## config.mk

```make
export PLATFORM = sky130hd
export DESIGN_NAME = seg_scan_n
export DESIGN_NICKNAME = d
export VERILOG_FILES = /design/src/rtl/seg_pkg.sv /design/src/rtl/seg_hex_decode.sv /design/src/rtl/seg_scan_n.sv
export SDC_FILE = /design/constraint.sdc
export NUM_CORES = 1
export LEC_CHECK = 0
export BUFFER_PORTS_ARGS = -buffer_cell sky130_fd_sc_hd__buf_2
export CAP_MARGIN = 20
export CORE_ASPECT_RATIO = 0.9
export CORE_MARGIN = 4
export CORE_UTILIZATION = 44
export CTS_BUF_LIST = sky130_fd_sc_hd__clkbuf_16
export CTS_CLUSTER_DIAMETER = 100
export DETAILED_ROUTE_END_ITERATION = 8
export MAX_ROUTING_LAYER = met4
export PLACE_DENSITY = 0.65
export SYNTH_ARGS = -nofsm -noshare
export SYNTH_HDL_FRONTEND = slang
export SYNTH_SLANG_ARGS = --single-unit
export TNS_END_PERCENT = 20
```

## constraint.sdc

```tcl
create_clock -name clk -period 9.8 [get_ports clk]
set_clock_uncertainty 0.05 [all_clocks]
set_input_delay 0.98 -clock clk [delete_from_list [all_inputs] [get_ports clk]]
set_output_delay 0.98 -clock clk [all_outputs]
set_load 0.02 [all_outputs]
```

## src/rtl/seg_pkg.sv

```systemverilog
// seg_pkg: segment lookup and blanking constants shared by the scanner.
package seg_pkg;
  localparam logic [15:0][7:0] SEG_HEX = {
    8'h8E, 8'h86, 8'hA1, 8'hC6, 8'h83, 8'h88, 8'h90, 8'h80,
    8'hF8, 8'h82, 8'h92, 8'h99, 8'hB0, 8'hA4, 8'hF9, 8'hC0
  };
  localparam logic [7:0] SEG_OFF = 8'hFF;
  function automatic logic [7:0] wei_off(int n);
    return 8'((1 << n) - 1);
  endfunction
endpackage

```

## src/rtl/seg_hex_decode.sv

```systemverilog
// seg_hex_decode: nibble to active-low a..g segment code.
module seg_hex_decode
  import seg_pkg::*;
(
  input  logic [3:0] nib,
  output logic [6:0] seg
);
  assign seg = SEG_HEX[nib][6:0];
endmodule

```

## src/rtl/seg_scan_n.sv

```systemverilog
// seg_scan_n: multiplexed common-anode 7-segment scanner with per-frame
// input snapshot, blanking, blinking, leading-zero suppression and PWM.
module seg_scan_n
  import seg_pkg::*;
#(
  parameter int DIGITS       = 4,
  parameter int CLK_HZ       = 100_000_000,
  parameter int FRAME_HZ     = 250,
  parameter int BRIGHT_W     = 3,
  parameter int BLINK_FRAMES = 125
) (
  input  logic                  clk,
  input  logic                  rst_n,
  input  logic [4*DIGITS-1:0]   data,
  input  logic [DIGITS-1:0]     dp,
  input  logic [DIGITS-1:0]     blank,
  input  logic [DIGITS-1:0]     blink_en,
  input  logic                  lz_sup,
  input  logic [BRIGHT_W-1:0]   bright,
  output logic [DIGITS-1:0]     sm_wei,
  output logic [7:0]            sm_duan,
  output logic                  frame_done
);
  localparam int DWELL = CLK_HZ / (FRAME_HZ * DIGITS);
  localparam int SLOT  = DWELL >> BRIGHT_W;
  localparam int CW    = SLOT > 1 ? $clog2(SLOT) : 1;
  localparam int IW    = DIGITS > 1 ? $clog2(DIGITS) : 1;
  localparam int BW    = BLINK_FRAMES > 1 ? $clog2(BLINK_FRAMES) : 1;
  localparam logic [DIGITS-1:0] WEI_ALL = DIGITS'(wei_off(DIGITS));

  logic [CW-1:0]         cyc_q, cyc_d;
  logic [BRIGHT_W-1:0]   slot_q, slot_d;
  logic [IW-1:0]         idx_q, idx_d;
  logic [BW-1:0]         bcnt_q, bcnt_d;
  logic                  phase_q, phase_d, ph_sh_q, ph_sh_d;
  logic [4*DIGITS-1:0]   data_sh_q, data_sh_d, hi;
  logic [DIGITS-1:0]     dp_sh_q, dp_sh_d, blank_sh_q, blank_sh_d, blink_sh_q, blink_sh_d;
  logic                  lz_sh_q, lz_sh_d;
  logic [BRIGHT_W-1:0]   bright_sh_q, bright_sh_d;
  logic [DIGITS-1:0]     wei_q, wei_d;
  logic [7:0]            duan_q, duan_d;
  logic                  fd_q;
  logic                  cyc_wrap, slot_wrap, start, blink_last, dark;
  logic [6:0]            seg;

  seg_hex_decode u_dec (.nib(hi[3:0]), .seg(seg));

  always_comb begin
    cyc_wrap    = cyc_q == CW'(SLOT - 1);
    slot_wrap   = cyc_wrap && slot_q == '1;
    start       = cyc_q == '0 && slot_q == '0 && idx_q == '0;
    cyc_d       = cyc_wrap ? '0 : cyc_q + 1'b1;
    slot_d      = cyc_wrap ? slot_q + 1'b1 : slot_q;
    idx_d       = !slot_wrap ? idx_q : idx_q == IW'(DIGITS - 1) ? '0 : idx_q + 1'b1;
    blink_last  = bcnt_q == BW'(BLINK_FRAMES - 1);
    bcnt_d      = !start ? bcnt_q : blink_last ? '0 : bcnt_q + 1'b1;
    phase_d     = phase_q ^ (start && blink_last);
    // the frame about to start uses the phase held before this frame's toggle
    ph_sh_d     = start ? phase_q : ph_sh_q;
    data_sh_d   = start ? data : data_sh_q;
    dp_sh_d     = start ? dp : dp_sh_q;
    blank_sh_d  = start ? blank : blank_sh_q;
    blink_sh_d  = start ? blink_en : blink_sh_q;
    lz_sh_d     = start ? lz_sup : lz_sh_q;
    bright_sh_d = start ? bright : bright_sh_q;
    hi          = data_sh_d >> (4 * idx_q);
    dark        = blank_sh_d[idx_q] || (blink_sh_d[idx_q] && ph_sh_d) ||
                  (lz_sh_d && idx_q != '0 && hi == '0) || slot_q > bright_sh_d;
    wei_d       = dark ? WEI_ALL : ~(DIGITS'(1) << idx_q);
    duan_d      = dark ? SEG_OFF : {~dp_sh_d[idx_q], seg};
  end

  always_ff @(posedge clk or negedge rst_n)
    if (!rst_n) begin
      cyc_q       <= '0;
      slot_q      <= '0;
      idx_q       <= '0;
      bcnt_q      <= '0;
      phase_q     <= 1'b0;
      ph_sh_q     <= 1'b0;
      data_sh_q   <= '0;
      dp_sh_q     <= '0;
      blank_sh_q  <= '0;
      blink_sh_q  <= '0;
      lz_sh_q     <= 1'b0;
      bright_sh_q <= '0;
      wei_q       <= WEI_ALL;
      duan_q      <= SEG_OFF;
      fd_q        <= 1'b0;
    end else begin
      cyc_q       <= cyc_d;
      slot_q      <= slot_d;
      idx_q       <= idx_d;
      bcnt_q      <= bcnt_d;
      phase_q     <= phase_d;
      ph_sh_q     <= ph_sh_d;
      data_sh_q   <= data_sh_d;
      dp_sh_q     <= dp_sh_d;
      blank_sh_q  <= blank_sh_d;
      blink_sh_q  <= blink_sh_d;
      lz_sh_q     <= lz_sh_d;
      bright_sh_q <= bright_sh_d;
      wei_q       <= wei_d;
      duan_q      <= duan_d;
      fd_q        <= start;
    end

  assign sm_wei     = wei_q;
  assign sm_duan    = duan_q;
  assign frame_done = fd_q;
endmodule

```

==> flow_summary.ini, run 1 <==
[status]
status = complete, no violations

[synth]
synth_common_cells = nand2_1, dfrtp_1, ha_1
ys_seq_area_frac = 0.4694
yosys_warnings = 0
synth_ff_type = dfrtp_1
avgSynthCellArea_sq_um = 10.46
synth_edf_count = 0
synth.top_cell.area_share = 0.3890
synth.distinct_cells = 58
async_flop_share = 1.000
yosysMostFrequentCell = nand2_1
yosys_register_bits = 73
mappedNetlistNets = 429
syn_area_sq_um = 3924
synth_top_area_cell = dfrtp_1
ys_top_cells_by_area = dfrtp_1, nand2_1, dfstp_2
syn_inst = 375

[critical_path]
crit_fanout = 46
r2r_slack_ns = 5.30
startpoint = idx_q[0]
r2r_end = sm_duan[5]
r2r_start = idx_q[0]
rr_worst_depth = 13
cp.required_ns = 9.96
endpoint_kind = register
worstSetupStartpointType = register
criticalPathCategory = register to register
worstPathArrival_ns = 4.66
endpoint = sm_duan[5]

[floorplanning]
die_y_um = 97.59
core_region_area_sq_um = 8648
ioPinCount = 47
start_util = 0.4537
die_x_um = 107.5
die_area_sq_um = 10490
rows = 32

[clock_tree]
root_buffer = clkbuf_16
cts_tree = yes
ctsResizeCount = 0
cts_max_level = 3
postCtsHoldBufs = 0
max-clock-path-buffers = 2
numClockSinks = 73
clk_pin_slew_worst_paths_ns = 0.05
cts_setup_buffers = 0
numCtsBuffers = 9
clkLatencyLatePin_ns = 0.33

[drt]
vias = 2811
wl_mm = 8.152
final_antenna_net_count = 0
drcViolationCount = 0
first_pass_iters = 4
wl_per_cell_um = 14.99
drt_iter0_drc = 109
avgViaCountPerCell = 5.167

[min_path]
hold_class = register to register

[global_route]
antenna_found_initial = 0
grt_pass1_wl_mm = 13.79
first_global_vias = 2812
grt_overflow = 0
track_usage = 0.1693
grt_max_degree = 74

[timing]
fin_crit_ns = 4.501
worst_pin_slew_ns = 0.9606
rsz0062_at_grt = no
hold_viol = 0
fin_setup_tns_ns = 0
fmax_mhz = 222.2
drv_slew = 0
setup_violations = 0
max_slew_margin = 0.3413
finalCritPeriodShare = 0.4593

[final_layout]
finish.utilization = 0.5204
areaGrowthSynthToFinish_pct = 14.70
fin_nets = 474
layout-drive-gt1-share = 0.2424
final_area_sq_um = 4501
diodes = 0

[pwr]
p_per_area_nw_per_um2 = 144.6
p_leak_uw = 0.002146
peakVddDrop_v = 0.00006279

[run]
drv_cap = 0

[place]
globalplace.congestion = 0.8358
io_buffers = 46
place_hpwl_mm = 5.844
place_area_sq_um = 4245
-- cell families (layout without fill, tap and decap cells) --
| family | Yosys count | after routing | share of synthesized area |
|---|---|---|---|
| AOI/OAI and AO/OA | 42 | 42 | 0.07781 |
| xor gates and xnor gates | 16 | 16 | 0.03572 |
| adders and majority gates | 20 | 20 | 0.06378 |
| buffers and inverters | 31 | 81 | 0.03476 |
| DFF | 73 | 73 | 0.4694 |
| muxes | 33 | 33 | 0.1218 |
| and+or+nand+nor | 160 | 160 | 0.1968 |
-- through the flow --
step	cells	total power (uW)	worst slack, ns	hold WS (ns)
6_report	544	650.7	5.299	0.4179
5_1_grt	544	680.1	4.875	0.4245
4_1_cts	544	659.5	5.219	0.4195
3_5_place_dp	528	374.7	5.268	0.4100
3_3_place_gp	528	374.2	5.359	0.3998
2_1_floorplan	375	350.9	5.938	0.3793
-- state kept, by name, indices dropped and copies added, names as in the netlist --
signal / flops
bcnt_q: 7
blank_sh_q: 4
blink_sh_q: 4
bright_sh_q: 3
cyc_q: 14
data_sh_q: 16
dp_sh_q: 4
frame_done: 1
idx_q: 2
lz_sh_q: 1
ph_sh_q: 1
phase_q: 1
slot_q: 3
sm_duan: 8
sm_wei: 4
-- metal layers --
metal | GRT usage | wire, um | vias to the layer above | part of all wire
li1 | - | - | 1386 | -
met1 | 0.2146 | 3725 | 1346 | 0.46
met2 | 0.2605 | 3882 | 65 | 0.48
met3 | 0.04585 | 433 | 14 | 0.053
met4 | 0.06117 | 110 | 0 | 0.013
met5 | - | 0 | - | 0
-- worst min-delay path by stage --
| stage | startpoint | endpoint | slack (ns) | depth (start not counted) |
|---|---|---|---|---|
| 2_1_floorplan | dp_sh_q[0] | dp_sh_q[0] | 0.38 | 2 |
| 3_3_place_gp | blink_sh_q[0] | blink_sh_q[0] | 0.40 | 2 |
| 3_5_place_dp | phase_q | phase_q | 0.41 | 1 |
| 4_1_cts | phase_q | phase_q | 0.42 | 1 |
| 5_1_grt | phase_q | phase_q | 0.42 | 1 |
| 6_report | bright_sh_q[0] | bright_sh_q[0] | 0.42 | 2 |
-- worst max-delay path: stages, from the launching register on --
cell	delay, ns
dfrtp_1	0.56
inv_1	0.43
ha_1	0.26
and4b_1	0.22
and4_1	0.41
nand2_8	0.27
mux2_1	0.33
mux4_2	0.34
inv_1	0.11
ha_1	0.26
nand2b_1	0.11
a2111oi_2	0.05
nor4_4	0.72
o221ai_1	0.25
-- area by class of cell --
| class | instances | area [sq um] |
|---|---|---|
| fillers | 813 | 4148 |
| multi-input cells | 271 | 1946 |
| flip-flops and latches | 73 | 1842 |
| repair buffers | 48 | 245.2 |
| clock buffers | 9 | 225.2 |
| well taps | 119 | 148.9 |
| inverters | 17 | 63.81 |
| clock inverters | 7 | 30.03 |
-- power by group --
group          switching, uW  total (uW)  leakage, uW  internal (uW)
combinational           30.3        51.3      0.00113           21.0
sequential              4.23         318     0.000885            314
clock                    116         282     0.000136            166
-- placed cells by master (no fill, tap or decap), drive strengths merged, types with 11 or more instances in the layout --
master,count
buf,48
dfrtp,61
dfstp,12
ha,20
inv,19
mux2,13
mux2i,11
nand2,99
nand3,11
nor2,16
o21ai,14
No activity file was read; power rests on OpenSTA's default activity.
==> inputs of run 2 (changes only) <==
--- a/config.mk
+++ b/config.mk
@@ -14,7 +14,7 @@
 export CTS_CLUSTER_DIAMETER = 100
 export DETAILED_ROUTE_END_ITERATION = 8
 export MAX_ROUTING_LAYER = met4
-export PLACE_DENSITY = 0.65
+export PLACE_DENSITY = 0.68
 export SYNTH_ARGS = -nofsm -noshare
 export SYNTH_HDL_FRONTEND = slang
 export SYNTH_SLANG_ARGS = --single-unit
==> constraint.sdc (replaced) <==
create_clock -name clk -period 3.8 [get_ports clk]
set_clock_uncertainty 0.05 [all_clocks]
set_input_delay 0.38 -clock clk [delete_from_list [all_inputs] [get_ports clk]]
set_output_delay 0.38 -clock clk [all_outputs]
set_load 0.02 [all_outputs]
==> flow_summary.ini, run 2 (synthesized netlist as in run 1, its figures left out) <==
[timing]
finalCritPeriodShare = 0.9332
max_slew_margin = 0.5002
fin_setup_tns_ns = 0
drv_slew = 0
rsz0062_at_grt = no
setup_violations = 0
worst_pin_slew_ns = 0.7440
fin_crit_ns = 3.546
hold_viol = 0
fmax_mhz = 282.0

[clock_tree]
root_buffer = clkbuf_16
max-clock-path-buffers = 2
cts_setup_buffers = 0
clk_pin_slew_worst_paths_ns = 0.06
cts_tree = yes
clkLatencyLatePin_ns = 0.33
numCtsBuffers = 9
numClockSinks = 73
cts_max_level = 3

[drt]
first_pass_iters = 4
drcViolationCount = 0
drt_iter0_drc = 135
avgViaCountPerCell = 5.263
vias = 2926
wl_mm = 8.641
wl_per_cell_um = 15.54
final_antenna_net_count = 0

[run]
drv_cap = 0

[critical_path]
endpoint_kind = register
cp_slowest_cell = mux4_2
path_buf_inv = 3
crit_chain = inv_1 -> ha_1 -> and4b_1 -> and4_1 -> nand2_8 -> mux2_1 -> mux4_2 -> inv_1 -> ha_1 -> nand2b_1 -> a2111oi_4 -> nor4_4 -> buf_4 -> o41ai_1
worstPathArrival_ns = 3.72
critical_path.max_stage_delay_ns = 0.56
cp.required_ns = 3.97
critical-path-top-delay-family = multiplexers
crit_fanout = 21
worstSetupStartpointType = register
criticalPathCategory = register to register

[final_layout]
fin_nets = 486
final_area_sq_um = 4608
regMostFlops = data_sh_q
areaGrowthSynthToFinish_pct = 17.44
diodes = 0
layout-drive-gt1-share = 0.2654
largest_reg_flops = 16
final_cells = 556
mostFrequentLayoutCells = nand2_1, dfrtp_1, buf_2
final_common_cell = nand2_1

[pwr]
p_per_area_nw_per_um2 = 367.6
peakVddDrop_v = 0.0001969
p_total_uw = 1694
p_leak_uw = 0.002208

[place]
globalplace.congestion = 0.8625
place_hpwl_mm = 6.312
io_buffers = 46
place_inst = 539
place_area_sq_um = 4328

[global_route]
first_global_vias = 2939
grt_overflow = 0
track_usage = 0.1800
antenna_found_initial = 0
grt_pass1_wl_mm = 14.55
grt_max_degree = 55

[floorplanning]
die_x_um = 107.5
die_area_sq_um = 10490
die_y_um = 97.59
ioPinCount = 47
core_region_area_sq_um = 8648
rows = 32
start_util = 0.4537

[status]
status = complete, no violations

[min_path]
hold_class = primary input to register
## run 2: cell count changes in the layout (fill, tap and decap cells not counted)
cell | previous run | this run
a2111oi_2 | 1 | 0
a2111oi_4 | 0 | 1
buf_4 | 2 | 13
clkinv_1 | 2 | 0
clkinv_2 | 3 | 5
dlygate4sd3_1 | 0 | 1
## run 2: final timing paths
check                      startpoint    endpoint  slack (ns)  cells past startpoint
max in group asynchronous       rst_n   cyc_q[12]        2.17                      3
min in group asynchronous       rst_n  frame_done        0.48                      2
min                             dp[3]  dp_sh_q[3]        0.22                      3
min reg2reg                dp_sh_q[3]  dp_sh_q[3]        0.41                      2
max                         slot_q[0]  sm_duan[0]        0.25                     14
max reg2reg                 slot_q[0]  sm_duan[0]        0.25                     14
## run 2: routing by layer
metal	track usage	vias up	wire, um
met1	0.2224	1425	3730
met3	0.03588	11	439
met4	0.06408	0	189
li1	-	1411	-
met5	-	-	0
met2	0.2935	79	4281
## run 2: power by group
part	internal, uW	leakage, uW	switching, uW
clock	430	0.000141	306
sequential	808	0.000885	11.0
combinational	57.0	0.00118	80.9
total	1300	0.00221	398
## run 2: cell type report
cell class | instances | area [sq um]
clock buffers | 9 | 225.2
clock inverters | 7 | 32.53
fillers | 777 | 4040
inverters | 17 | 63.81
multi-input cells | 271 | 1958
flip-flops and latches | 73 | 1842
well taps | 119 | 148.9
repair buffers | 60 | 337.8
## run 2: repair_timing
action | CTS | global route
endpoints found under the hold margin | 8 | 0
gates resized for setup | 0 | 1
hold buffers | 1 | 0
endpoints found under the setup margin | 0 | 8
## run 2: stage by stage
step	setup slack, ns	hold WS (ns)	util
after floorplan	0.1059	0.03441	-
after global placement	0.2993	0.2988	0.5004
after detailed placement	0.1863	0.3141	0.5004
after CTS	0.1809	0.2156	0.5314
after global routing	0.01309	0.2228	0.5328
final	0.2537	0.2224	0.5328
## run 2: worst reg2reg max path: stages (launching register included)
cell and delay (ns):
dfrtp_1 0.38, inv_1 0.11, ha_1 0.17, and4b_1 0.21, and4_1 0.32, nand2_8 0.16
mux2_1 0.37, mux4_2 0.56, inv_1 0.15, ha_1 0.24, nand2b_1 0.11, a2111oi_4 0.25
nor4_4 0.08, buf_4 0.20, o41ai_1 0.08
==> inputs of run 3 (changes only) <==
--- a/config.mk
+++ b/config.mk
@@ -15,7 +15,9 @@
 export DETAILED_ROUTE_END_ITERATION = 8
 export MAX_ROUTING_LAYER = met4
 export PLACE_DENSITY = 0.68
+export SLEW_MARGIN = 30
 export SYNTH_ARGS = -nofsm -noshare
 export SYNTH_HDL_FRONTEND = slang
+export SYNTH_HIERARCHICAL = 1
 export SYNTH_SLANG_ARGS = --single-unit
 export TNS_END_PERCENT = 20
==> flow_summary.ini, run 3 <==
[synth]
synth_ff_type = dfrtp_1
yosys_register_bits = 73
synth_common_cells = nand2_1, dfrtp_1, ha_1
yosysMostFrequentCell = nand2_1
yosys_warnings = 6
synth_edf_count = 0
mappedNetlistNets = 407
ys_seq_area_frac = 0.4781
ys_top_cells_by_area = dfrtp_1, dfstp_2, nand2_1
synth.top_cell.area_share = 0.3962
synth_compound_area_frac = 0.06008
syn_inst = 352
async_flop_share = 1.000
synth-xor-area-share = 0.03183
synth_top_family_by_area = simple AND/OR/NAND/NOR gates
avgSynthCellArea_sq_um = 10.94
synth_fa_ha_area_frac = 0.06820
synth_mux_area_frac = 0.1247
synthSimpleGateAreaFrac = 0.2007
synth.distinct_cells = 50
syn_area_sq_um = 3852
synth_top_area_cell = dfrtp_1

[clock_tree]
max-clock-path-buffers = 2
ctsResizeCount = 0
cts_tree = yes
cts_setup_buffers = 0
numCtsBuffers = 9
numClockSinks = 73
clk_pin_slew_worst_paths_ns = 0.06
postCtsHoldBufs = 0
clkLatencyLatePin_ns = 0.33
cts_max_level = 3
root_buffer = clkbuf_16

[critical_path]
endpoint_kind = register
endpoint = sm_duan[0]
critical_path.max_stage_delay_ns = 0.55
criticalPathCategory = register to register
path_buf_inv = 2
crit_cells = 13
r2r_end = sm_duan[0]
r2r_slack_ns = 0.24
startpoint = idx_q[0]
r2r_start = idx_q[0]
crit_fanout = 18
worstSetupStartpointType = register
cp.required_ns = 4.01
critical-path-top-delay-family = simple AND/OR/NAND/NOR gates
crit_chain = inv_1 -> ha_1 -> and4b_1 -> and4_4 -> nand2_4 -> mux2_4 -> mux4_2 -> inv_1 -> ha_1 -> and2b_2 -> or3b_1 -> o21ai_0 -> nand3b_1
rr_worst_depth = 13
cp_slowest_cell = mux4_2
worstPathArrival_ns = 3.77

[final_layout]
fin_nets = 461
final_cells = 530
diodes = 0
layout-drive-gt1-share = 0.3041
regMostFlops = data_sh_q
final_area_sq_um = 4552
final_common_cell = nand2_1
mostFrequentLayoutCells = nand2_1, dfrtp_1, buf_2
areaGrowthSynthToFinish_pct = 18.16
largest_reg_flops = 16

[global_route]
met1_usage = 0.2249
met2_usage = 0.2590
antenna_found_initial = 0
grt_max_degree = 41
track_usage = 0.1697
grt_pass1_wl_mm = 13.53
met3_usage = 0.05203
grt_overflow = 0
first_global_vias = 2781
top_usage_layer = met2

[pwr]
p_leak_uw = 0.002163
p_total_uw = 1850
peakVddDrop_v = 0.0001695
p_per_area_nw_per_um2 = 406.3

[drt]
first_pass_iters = 5
avgViaCountPerCell = 5.140
drt_iter0_drc = 100
final_antenna_net_count = 0
vias = 2724
drcViolationCount = 0
wl_mm = 8.033
wl_per_cell_um = 15.16

[place]
place_inst = 514
globalplace.congestion = 0.8848
place_hpwl_mm = 5.982
io_buffers = 46
place_area_sq_um = 4230

[min_path]
hold_class = primary input to asynchronous set/reset pin

[status]
violations = hold timing
status = finished with violations

[floorplanning]
core_region_area_sq_um = 8568
ioPinCount = 47
start_util = 0.4496
die_area_sq_um = 10320
die_y_um = 96.77
die_x_um = 106.6
rows = 32

[timing]
hold_viol = 35
drv_slew = 0
worst_pin_slew_ns = 0.7405
max_slew_margin = 0.5026
holdWs_ns = -0.03474
fin_setup_tns_ns = 0
rsz0062_at_grt = no
setup_violations = 0
fin_crit_ns = 3.558
finalCritPeriodShare = 0.9364
fmax_mhz = 281.0

[run]
drv_cap = 0
## run 3: area by class of cell
type | instances | area (sq um)
flip-flops and latches | 73 | 1842
multi-input cells | 250 | 1871
clock inverters | 7 | 93.84
clock buffers | 9 | 225.2
repair buffers | 57 | 315.3
well taps | 119 | 148.9
fillers | 785 | 4016
inverters | 15 | 56.30
## run 3: report_power, final
| group | internal, uW | total, uW | switching, uW | leakage [uW] |
|---|---|---|---|---|
| combinational | 57.7 | 132 | 74.2 | 0.00112 |
| clock | 574 | 900 | 326 | 0.000157 |
| sequential | 808 | 818 | 9.77 | 0.000885 |
| total | 1440 | 1850 | 410 | 0.00216 |
## run 3: per-stage QoR
stage          hold slack (ns)    util  setup slack, ns
2_1_floorplan          0.03441       -          0.07387
3_3_place_gp            0.3929  0.4937           0.4052
3_5_place_dp            0.4018  0.4937           0.2879
4_1_cts                 0.1519  0.5310           0.2439
5_1_grt               0.006084  0.5313          0.03732
6_report              -0.03474  0.5313           0.2418
## run 3: cell families after synthesis
| group | count (synthesis) |
|---|---|
| AND/OR/NAND/NOR | 148 |
| multiplexers | 32 |
| adder cells (fa/ha/maj) | 21 |
| AO/OA/AOI/OAI | 35 |
| XOR/XNOR | 14 |
| flip-flops | 73 |
| buffers and inverters | 29 |
## run 3: routing by layer
metal | share of wire | vias to the layer above
li1 | - | 1327
met1 | 0.48 | 1329
met2 | 0.47 | 59
met3 | 0.042 | 9
met4 | 0.0092 | 0
met5 | 0 | -
## run 3: worst min-delay path by stage
| stage | slack (ns) | end | start |
|---|---|---|---|
| after floorplan | 0.03 | bcnt_q[0] | rst_n |
| after global placement | 0.39 | lz_sh_q | lz_sh_q |
| after detailed placement | 0.40 | dp_sh_q[1] | dp_sh_q[1] |
| after CTS | 0.15 | bright_sh_q[2] | rst_n |
| after global routing | 0.006 | bright_sh_q[2] | rst_n |
| final | -0.03 | bright_sh_q[2] | rst_n |
